File: src/rtl/bcd_counter_display_pkg.sv
// Shared constants for the BCD counter / 7-segment display block.
// Holds the BCD digit width, the active-low segment patterns {g,f,e,d,c,b,a},
// and the per-digit increment/decrement helpers used by the counter chain.
package bcd_counter_display_pkg;

   localparam int BCD_W      = 4;
   localparam int NUM_DIGITS = 4;

   localparam logic [BCD_W-1:0] BCD_MAX = 4'd9;

   // Active-low segment patterns, bit order {g,f,e,d,c,b,a}
   localparam logic [6:0] SEG_0     = 7'b1000000;
   localparam logic [6:0] SEG_1     = 7'b1111001;
   localparam logic [6:0] SEG_2     = 7'b0100100;
   localparam logic [6:0] SEG_3     = 7'b0110000;
   localparam logic [6:0] SEG_4     = 7'b0011001;
   localparam logic [6:0] SEG_5     = 7'b0010010;
   localparam logic [6:0] SEG_6     = 7'b0000010;
   localparam logic [6:0] SEG_7     = 7'b1111000;
   localparam logic [6:0] SEG_8     = 7'b0000000;
   localparam logic [6:0] SEG_9     = 7'b0010000;
   localparam logic [6:0] SEG_BLANK = 7'b1111111;

   // Next value of one BCD digit given the carry/borrow coming into it.
   function automatic logic [BCD_W-1:0] bcd_digit_next(
      input logic [BCD_W-1:0] d,
      input logic             up_dir,
      input logic             cin
   );
      logic [BCD_W-1:0] r;
      r = d;
      if (cin) begin
         if (up_dir) r = (d >= BCD_MAX) ? '0 : d + 1'b1;
         else        r = (d == '0) ? BCD_MAX : d - 1'b1;
      end
      return r;
   endfunction

   // True when this digit rolls over (9->0 up, 0->9 down) and must
   // propagate a carry/borrow into the next digit.
   function automatic logic bcd_digit_wraps(
      input logic [BCD_W-1:0] d,
      input logic             up_dir
   );
      return up_dir ? (d >= BCD_MAX) : (d == '0);
   endfunction

endpackage

File: src/rtl/bcd_counter_display_seg7_decoder.sv
// seg7_decoder: BCD digit to active-low 7-segment pattern {g,f,e,d,c,b,a}.
// Purely combinational, zero latency; no flow control.
// Ports: i_digit (4-bit BCD in), o_seg (7-bit active-low segments; blank on non-BCD input).
module seg7_decoder
   import bcd_counter_display_pkg::*;
(
   input  logic [BCD_W-1:0] i_digit,
   output logic [6:0]       o_seg
);

   always_comb begin
      o_seg = SEG_BLANK;
      case (i_digit)
         4'd0:    o_seg = SEG_0;
         4'd1:    o_seg = SEG_1;
         4'd2:    o_seg = SEG_2;
         4'd3:    o_seg = SEG_3;
         4'd4:    o_seg = SEG_4;
         4'd5:    o_seg = SEG_5;
         4'd6:    o_seg = SEG_6;
         4'd7:    o_seg = SEG_7;
         4'd8:    o_seg = SEG_8;
         4'd9:    o_seg = SEG_9;
         default: o_seg = SEG_BLANK;
      endcase
   end

endmodule

File: src/rtl/bcd_counter_display.sv
// bcd_counter_display: 4-digit up/down BCD counter stepped by rising edges of
// tick_in, with a time-multiplexed active-low 7-segment display driver.
// Latency: count updates on the clk edge that samples the tick_in rise; display is combinational.
// No backpressure: every detected rise is consumed (or dropped when en=0).
// Ports: clk, rst (async, active-high), tick_in (divided square wave, data only),
//        en (count enable), up (1=inc, 0=dec), clr (sync clear, beats step),
//        count[15:0] (BCD, [3:0]=ones), step (rise pulse), an[3:0], seg[6:0], dp.
module bcd_counter_display
   import bcd_counter_display_pkg::*;
#(
   parameter int REFRESH_BITS = 17
)
(
   input  logic        clk,
   input  logic        rst,
   input  logic        tick_in,
   input  logic        en,
   input  logic        up,
   input  logic        clr,
   output logic [15:0] count,
   output logic        step,
   output logic [3:0]  an,
   output logic [6:0]  seg,
   output logic        dp
);

   logic                    r_tick_d;
   logic [15:0]             r_count;
   logic [REFRESH_BITS-1:0] r_refresh;

   logic                    w_c1;
   logic                    w_c2;
   logic                    w_c3;
   logic [15:0]             w_count_nxt;
   logic [1:0]              w_sel;
   logic [BCD_W-1:0]        w_digit;

   // Rising-edge detect on the divider output; tick_in is never used as a clock.
   assign step = tick_in & ~r_tick_d;

   // Ripple carry/borrow: a digit moves only if every lower digit wraps.
   assign w_c1 = bcd_digit_wraps(r_count[3:0], up);
   assign w_c2 = w_c1 & bcd_digit_wraps(r_count[7:4], up);
   assign w_c3 = w_c2 & bcd_digit_wraps(r_count[11:8], up);

   assign w_count_nxt = {
      bcd_digit_next(r_count[15:12], up, w_c3),
      bcd_digit_next(r_count[11:8],  up, w_c2),
      bcd_digit_next(r_count[7:4],   up, w_c1),
      bcd_digit_next(r_count[3:0],   up, 1'b1)
   };

   always_ff @(posedge clk or posedge rst) begin
      if (rst) begin
         r_tick_d  <= 1'b0;
         r_count   <= '0;
         r_refresh <= '0;
      end else begin
         r_tick_d  <= tick_in;
         r_refresh <= r_refresh + 1'b1;
         if (clr)              r_count <= '0;
         else if (step && en)  r_count <= w_count_nxt;
      end
   end

   assign count = r_count;
   assign dp    = 1'b1;

   // Top two refresh bits pick the digit being driven.
   assign w_sel = r_refresh[REFRESH_BITS-1 -: 2];

   always_comb begin
      an      = 4'b1110;
      w_digit = r_count[3:0];
      case (w_sel)
         2'd1: begin
            an      = 4'b1101;
            w_digit = r_count[7:4];
         end
         2'd2: begin
            an      = 4'b1011;
            w_digit = r_count[11:8];
         end
         2'd3: begin
            an      = 4'b0111;
            w_digit = r_count[15:12];
         end
         default: begin
            an      = 4'b1110;
            w_digit = r_count[3:0];
         end
      endcase
   end

   seg7_decoder u_seg7_decoder (
      .i_digit (w_digit),
      .o_seg   (seg)
   );

endmodule

File: config.mk
export PLATFORM = sky130hd
export DESIGN_NAME = bcd_counter_display
export DESIGN_NICKNAME = d
export VERILOG_FILES = /design/src/rtl/bcd_counter_display_pkg.sv /design/src/rtl/bcd_counter_display_seg7_decoder.sv /design/src/rtl/bcd_counter_display.sv
export SDC_FILE = /design/constraint.sdc
export NUM_CORES = 1
export LEC_CHECK = 0
export ABC_CLOCK_PERIOD_IN_PS = 2500
export CAP_MARGIN = 20
export CORE_MARGIN = 1
export CORE_UTILIZATION = 45
export DETAILED_ROUTE_END_ITERATION = 10
export MAX_ROUTING_LAYER = met4
export PLACE_DENSITY = 0.67
export SYNTH_ARGS = -nofsm -noshare
export SYNTH_HDL_FRONTEND = slang
export SYNTH_HIERARCHICAL = 1
export SYNTH_SLANG_ARGS = --single-unit
File: constraint.sdc
create_clock -name clk -period 2.5 [get_ports clk]
set_clock_uncertainty 0.05 [all_clocks]
set_input_delay 0.375 -clock clk [delete_from_list [all_inputs] [get_ports clk]]
set_output_delay 0.375 -clock clk [all_outputs]
set_load 0.01 [all_outputs]
Yosys cells after proc, flatten, opt, wreduce, memory -nomap -nowiden:

Memory sizes are Yosys's and may differ from the RTL's.
Index checks and enable logic that the tools add are counted.

* word-level logic and storage cells: 61
* bits in registers: 34
* ROM bits: 112
* input bits: 6
* output and inout port bits: 29
* memories kept: 1

* mux-type cells: 22
* add/subtract/negate cells: 9
* bitwise logic cells: 4
* equality and inequality tests: 3
* reduce and logical (&&, ||, !) cells: 12
* order comparisons: 4

Memory list
* (no name shown): words 16, bits a word 7, rd ports 1, clocked after memory_dff 0, wr ports 0, line bcd_counter_display_seg7_decoder.sv:13 `case (i_digit)`

Operators with widths (number)
* $mux W4: 15
* $mux W16: 2
* $pmux W4 S3: 2
* $add A17 B1 Y17 const B: 1
* $add A4 B1 Y4 const B: 4
* $ge A4 B4 Y1 const B: 4
* $logic_not A4 Y1: 4
* $sub A4 B1 Y4 const B: 4
* $reduce_bool A2 Y1: 4
* $reduce_and A2 Y1: 3
* $eq A2 B2 Y1 const B: 2
* $and A1 B1 Y1: 3
* $mux W1: 3
* $eq A2 B1 Y1 const B: 1
* $logic_and A1 B1 Y1: 1
* $not A1 Y1: 1

Depth between registers and ports, before layout:

Gate-level depths: netlist of run 1.

* depth after elaboration: 7
* depth in mapped cells: 8
* mapped depth without buffers: 7

Cells and area by module:

The synthesis of run 1 kept the hierarchy.

By module, submodules not included
* bcd_counter_display: area an instance 2416.1 um2, instances 1, seq. area each 850.8 um2, cells an instance 254
* seg7_decoder: area an instance 210.2 um2, instances 1, seq. area each 0.0 um2, cells an instance 33

Worst setup path before layout of run 1:

No wires, ideal clock.

* path kind: flip-flop to output port
* start point: reg r_refresh[15]
* end point: out seg[3]
* slack: 154 ps
* cell stages (with the launch flop): 8
* data arrival time: 1921 ps
* path buffers: 1
* required time: 2075 ps
* path through: dfrtp_1 > clkbuf_1 > mux4_2 > inv_1 > ha_1 > or2_1 > a21oi_2 > a31oi_1

* longest elaborated chain between the ends: 3
* elaborated cells between the ends (all ways): 5
* classes of those cells: eq/ne (3); mux (1); memory (1)

Ends and longest elaborated chain
* start, declared: line bcd_counter_display.sv:29 `logic [REFRESH_BITS-1:0] r_refresh;`
* start signal, assigned: line bcd_counter_display.sv:60 `r_refresh <= r_refresh + 1'b1;`
* $eq A2 B2 Y1 or $eq A2 B1 Y1 (tied branches): line bcd_counter_display.sv:75 `case (w_sel)`
* $pmux W4 S3 (*): line bcd_counter_display.sv:75
* via w_digit[1]: line bcd_counter_display.sv:36 `logic [BCD_W-1:0] w_digit;`
* $mem_v2 Z16 W7 (*)
* end, declared: line bcd_counter_display.sv:23 `output logic [6:0] seg,`

Mark *: on every way through the listed nets, which the timed path passes. The rest lies on a longest branch.

Worst setup path in the final report of run 1:

Same ends and word-level chain as after synthesis.

==> flow_summary.toml, run 1 <==
[run_status]
outcome = "finished with violations"
failed_checks = "setup timing"

[global_routing]
track_usage = 0.203
grt_pass1_vias = 2096
overflow = 0
antenna_found_initial = 0
grt_max_degree = 35
grt_pass1_wl_um = 9700

[worst_setup_path]
arrival_ns = 2.16
crit_type = "flip-flop to primary output"
worstSetupStartpoint = "r_refresh[15]"
worstRegToRegCells = 8
r2r_end = "count[13]"
regToRegSetupSlack_ns = 0.24
start_kind = "flip-flop"
r2r_start = "count[9]"
slowest_stage = "mux4_2"
slowest_delay_ns = 0.56
crit_family = "multiplexers"
critPathBufInv = 2
path_cells = "mux4_2 -> buf_6 -> ha_4 -> or2_4 -> a21oi_4 -> a31oi_1 -> buf_2"
critPathCaptureType = "primary output"
required_ns = 2.08
worst-path-max-fanout = 5

[yosys]
synth.area.top_cells = "dfrtp_1, ha_1, xnor2_1, a21oi_1, o21ai_0"
synth_flop_cell = "dfrtp_1"
synth_top_area_share = 0.324
yosysUniqueCellTypes = 62
yosysWarnings = 6
synth.largest_area_cell = "dfrtp_1"
synth_commonest_cells = "dfrtp_1, nor2_1, nand2_1"
synth-edff-count = 0
async_reset_ff_frac = 1.00
syn_inst = 287
yosysSeqAreaShare = 0.324
syn_area_mm2 = 0.00263
post_synth.cell_area_avg_um2 = 9.15
synth.most_common_cell = "dfrtp_1"
ys_seq_elements = 34
syn-num-nets = 312

[die]
die_x_um = 78.4
core_mm2 = 0.00557
die_h_um = 78.4
fp-row-count = 27
die-area_mm2 = 0.00615
io_pins = 35
start_util = 0.471

[timing]
setup-violations-final = 5
report.final.hold_viol_count = 0
whs_ns = 0.416
finalSetupTns_ns = -0.207
grt_setup_unrepaired = "true"
min_period_ns = 2.58
drv_slew = 0
fin_crit_sh = 1.03
max_freq_mhz = 387
timing.final.ws_setup_ns = -0.0808

[cells_and_area]
num_antenna_cells = 0
final_layout_size_suffix_gt1_frac = 0.229
fin_nets = 373
fin_cells = 421
syn2layout_area_growth_pct = 27.6

[drt]
vias = 2265
via_per_inst = 5.38
drc_errors = 0
drt-total-wl_um = 5770
postRouteAntennaNets = 0
wl_per_cell_um = 13.7
drt-initial-drc-count = 41
first_pass_iters = 4

[place]
place.port_buffers = 33
dp_cells = 403
place.gp.congestion = 0.808
place_hpwl_um = 4170

[clock_network]
ctsHoldBuffers = 0
cts_root_buf = "clkbuf_8"
insertion_delay_ns = 0.28
cts_tree = "yes"
htree_levels = 2
cts_sinks = 34
path_clk_slew_ns = 0.06
clk_path_buf_depth = 2
cts_made_buffers = 5

[power_and_ir_drop]
p_total_mw = 1.27
power.density_mw_per_mm2 = 380
internal_power_uw = 950
p_sw_uw = 322
pwr-share-seq = 0.441
leakage_nw = 1.45
p_sw_frac = 0.253
comb_power_share = 0.198
clkPwrFrac = 0.362
irDropWorstVdd_mv = 0.404

[run]
cap_violations = 0

[worst_hold_path]
hold_class = "flip-flop to flip-flop"
whs_path_depth = 1
holdCritStartpoint = "r_refresh[14]"
holdPathEnd = "r_refresh[14]"
==> cell type report <==
class / instances / area (um2)
Fill cell: 505 / 2220
Multi-Input combinational cell: 218 / 1630
Sequential cell: 34 / 852
Timing Repair Buffer: 73 / 611
Clock buffer: 8 / 110
Tap cell: 72 / 90.1
Inverter: 16 / 60.1
==> cells in the final DEF, fill, tap and decap left out, types with 10 or more instances in the layout <==
cell type         n
ha_1             18
xnor2_1          12
a21oi_1          18
buf_4            37
inv_1            14
nand2b_1         12
nand2_1          20
clkdlybuf4s50_1  26
nor2_1           22
o21ai_0          15
dfrtp_1          33
a211oi_1         10
nand3_1          12
==> repair_timing <==
item                                    CTS  global route
setup buffers                             4             6
cloned                                    0             0
resized for setup                        16            19
endpoints found under the setup margin    7             7
pin swaps                                 0             4
==> power by group through the flow <==
stage	Sequential, mW	Combinational, mW	Clock (mW)
3_3_place_gp	0.571	0.239	0
6_report	0.561	0.251	0.460
5_1_grt	0.561	0.278	0.498
4_1_cts	0.561	0.242	0.474
3_5_place_dp	0.571	0.244	0
2_1_floorplan	0.577	0.150	0
==> kinds of logic (layout without fill, tap and decap cells) <==
| kind of cell | count (synthesis) | in the layout | share of synthesized area |
|---|---|---|---|
| compound gates | 75 | 75 | 0.199 |
| xor+xnor | 15 | 15 | 0.0500 |
| fa+ha+maj | 19 | 19 | 0.0905 |
| buf+inv | 35 | 97 | 0.0653 |
| flops | 34 | 34 | 0.324 |
| mux | 6 | 6 | 0.0419 |
| other cells | 1 | 1 | 0.00143 |
| simple gates | 102 | 102 | 0.228 |
==> how the worst max path moves through the flow <==
stage                         to  cells past startpoint
after floorplan           seg[3]                      7
after global placement    seg[3]                      6
after detailed placement  seg[3]                      6
after CTS                 seg[5]                      7
after global routing      seg[3]                      7
final                     seg[3]                      7
==> sequential cells by signal, indices dropped and copies added, names as in the netlist <==
signal and cells:
r_tick_d 1, count 16, r_refresh 17
==> stage by stage <==
| stage | area [um2] | worst slack, ns | util |
|---|---|---|---|
| detailed placement | 3160 | -0.0847 | 0.567 |
| global placement | 3160 | -0.0298 | 0.567 |
| CTS | 3290 | -0.213 | 0.591 |
| floorplan | 2630 | 0.154 | - |
| finish | 3350 | -0.0808 | 0.601 |
| global route | 3350 | -0.145 | 0.601 |
==> per-layer routing <==
metal,vias to the layer above,global-route usage,share of wire
met3,5,0.0314,0.024
met5,-,-,0
met2,31,0.346,0.52
li1,1147,-,-
met1,1082,0.256,0.45
met4,0,0.0407,0.0062
Note: power is estimated with default switching activity, not from simulation.
==> run 2, diff against run 1 <==
--- a/config.mk
+++ b/config.mk
@@ -6,7 +6,7 @@
 export NUM_CORES = 1
 export LEC_CHECK = 0
 export ABC_CLOCK_PERIOD_IN_PS = 2500
-export CAP_MARGIN = 20
+export CAP_MARGIN = 5
 export CORE_MARGIN = 1
 export CORE_UTILIZATION = 45
 export DETAILED_ROUTE_END_ITERATION = 10
==> results of run 2 <==
Final layout, timing and power as in run 1 (identical DEF).
==> run 3, diff against run 2 <==
--- a/config.mk
+++ b/config.mk
@@ -10,7 +10,6 @@
 export CORE_MARGIN = 1
 export CORE_UTILIZATION = 45
 export DETAILED_ROUTE_END_ITERATION = 10
-export MAX_ROUTING_LAYER = met4
 export PLACE_DENSITY = 0.67
 export SYNTH_ARGS = -nofsm -noshare
 export SYNTH_HDL_FRONTEND = slang
==> flow_summary.toml, run 3 (same netlist as run 1, synthesis figures left out) <==
[cells_and_area]
layout_commonest_cell = "buf_4"
largest_register = "r_refresh"
design_area_mm2 = 0.00335
syn2layout_area_growth_pct = 27.6
layout_common_cells = "buf_4, dfrtp_1, clkdlybuf4s50_1, nor2_1, nand2_1"
multi_input_area_mm2 = 0.00163
num_antenna_cells = 0
final_layout_size_suffix_gt1_frac = 0.229
fin_nets = 373
regArea_um2 = 852
fill_cells = 505
largest_reg_flops = 17

[drt]
wl_per_cell_um = 13.7
drc_errors = 0
first_pass_iters = 4
routed-wl-met3_um = 163
via_per_inst = 5.39
drt-initial-drc-count = 45
wl_met1_um = 2530
drt-total-wl_um = 5780
postRouteAntennaNets = 0
highest-signal-layer = "met4"
wl_met2_um = 3040
vias = 2271

[global_routing]
grt_pass1_vias = 2098
grt_max_degree = 35
grt_pass1_wl_um = 9690
antenna_found_initial = 0
track_usage = 0.197
overflow = 0

[worst_setup_path]
critPathCaptureType = "primary output"
slowest_delay_ns = 0.56
required_ns = 2.08
path_cells = "mux4_2 -> buf_6 -> ha_4 -> or2_4 -> a21oi_4 -> a31oi_1 -> buf_2"
start_kind = "flip-flop"
slowest_stage = "mux4_2"
worst-path-max-fanout = 5
crit_family = "multiplexers"
crit_type = "flip-flop to primary output"
arrival_ns = 2.16
regToRegSetupSlack_ns = 0.25
critPathBufInv = 2

[power_and_ir_drop]
irDropWorstVdd_mv = 0.405
leakage_nw = 1.45
power.density_mw_per_mm2 = 380

[clock_network]
insertion_delay_ns = 0.28
clk_path_buf_depth = 2
path_clk_slew_ns = 0.06
cts_made_buffers = 5
cts_root_buf = "clkbuf_8"
cts_tree = "yes"
cts_sinks = 34
htree_levels = 2
ctsHoldBuffers = 0

[die]
io_pins = 35
fp-row-count = 27
start_util = 0.471
die-area_mm2 = 0.00615
core_mm2 = 0.00557
die_x_um = 78.4
die_h_um = 78.4

[timing]
min_period_ns = 2.58
grt_setup_unrepaired = "true"
fin_crit_sh = 1.03
max_freq_mhz = 388
report.final.hold_viol_count = 0
timing.final.ws_setup_ns = -0.0806
finalSetupTns_ns = -0.206
drv_slew = 0
setup-violations-final = 5

[run_status]
failed_checks = "setup timing"
outcome = "finished with violations"

[run]
cap_violations = 0

[place]
place_area_mm2 = 0.00316
place_hpwl_um = 4170
dp_slack_ns = -0.0847
place.port_buffers = 33
place.gp.congestion = 0.797

[worst_hold_path]
hold_class = "flip-flop to flip-flop"
-- run 3: metrics by stage --
stage / cells / util / total power, mW / hold slack, ns
after floorplan: 287 / - / 0.727 / 0.356
after global routing: 421 / 0.601 / 1.34 / 0.440
after CTS: 415 / 0.591 / 1.28 / 0.421
after global placement: 403 / 0.567 / 0.810 / 0.402
after detailed placement: 403 / 0.567 / 0.815 / 0.409
final: 421 / 0.601 / 1.27 / 0.416
-- run 3: final cells by class --
cell class                      count  share of cell area
Sequential cell                    34               0.254
Inverter                           16              0.0179
Timing Repair Buffer               73               0.182
Tap cell                           72              0.0269
Multi-Input combinational cell    218               0.486
Clock buffer                        8              0.0328
-- run 3: final timing paths --
kind | startpoint | to | depth (start not counted)
max | r_refresh[15] | seg[3] | 7
max reg2reg | count[9] | count[13] | 8
min in group asynchronous | rst | count[10] | 3
max in group asynchronous | rst | r_refresh[15] | 3
min reg2reg | r_refresh[14] | r_refresh[14] | 1
min | r_refresh[14] | r_refresh[14] | 1
-- run 3: what timing repair did --
action	CTS	global route
gates cloned	0	0
buffers inserted	4	6
pin swaps	0	4
gates resized for setup	16	19
endpoints found under the setup margin	7	7
-- run 3: per-layer routing --
metal / vias up / global-route usage
li1: 1148 / -
met1: 1086 / 0.252
met2: 31 / 0.347
met3: 6 / 0.0360
met4: 0 / 0.0407
met5: - / 0
-- run 3: worst reg2reg max path: stages (launching register included) --
cell and delay, ns:
dfrtp_1 0.40, buf_4 0.16, inv_1 0.10, ha_1 0.29
or4b_1 0.50, o21ai_2 0.11, nand4_4 0.19, a311oi_2 0.24
a211oi_1 0.08
-- run 3: power breakdown --
group / internal (mW) / total (mW) / leakage [nW] / switching, mW
Combinational: 0.116 / 0.251 / 0.941 / 0.136
Sequential: 0.557 / 0.561 / 0.455 / 0.00418
Clock: 0.278 / 0.460 / 0.0575 / 0.183
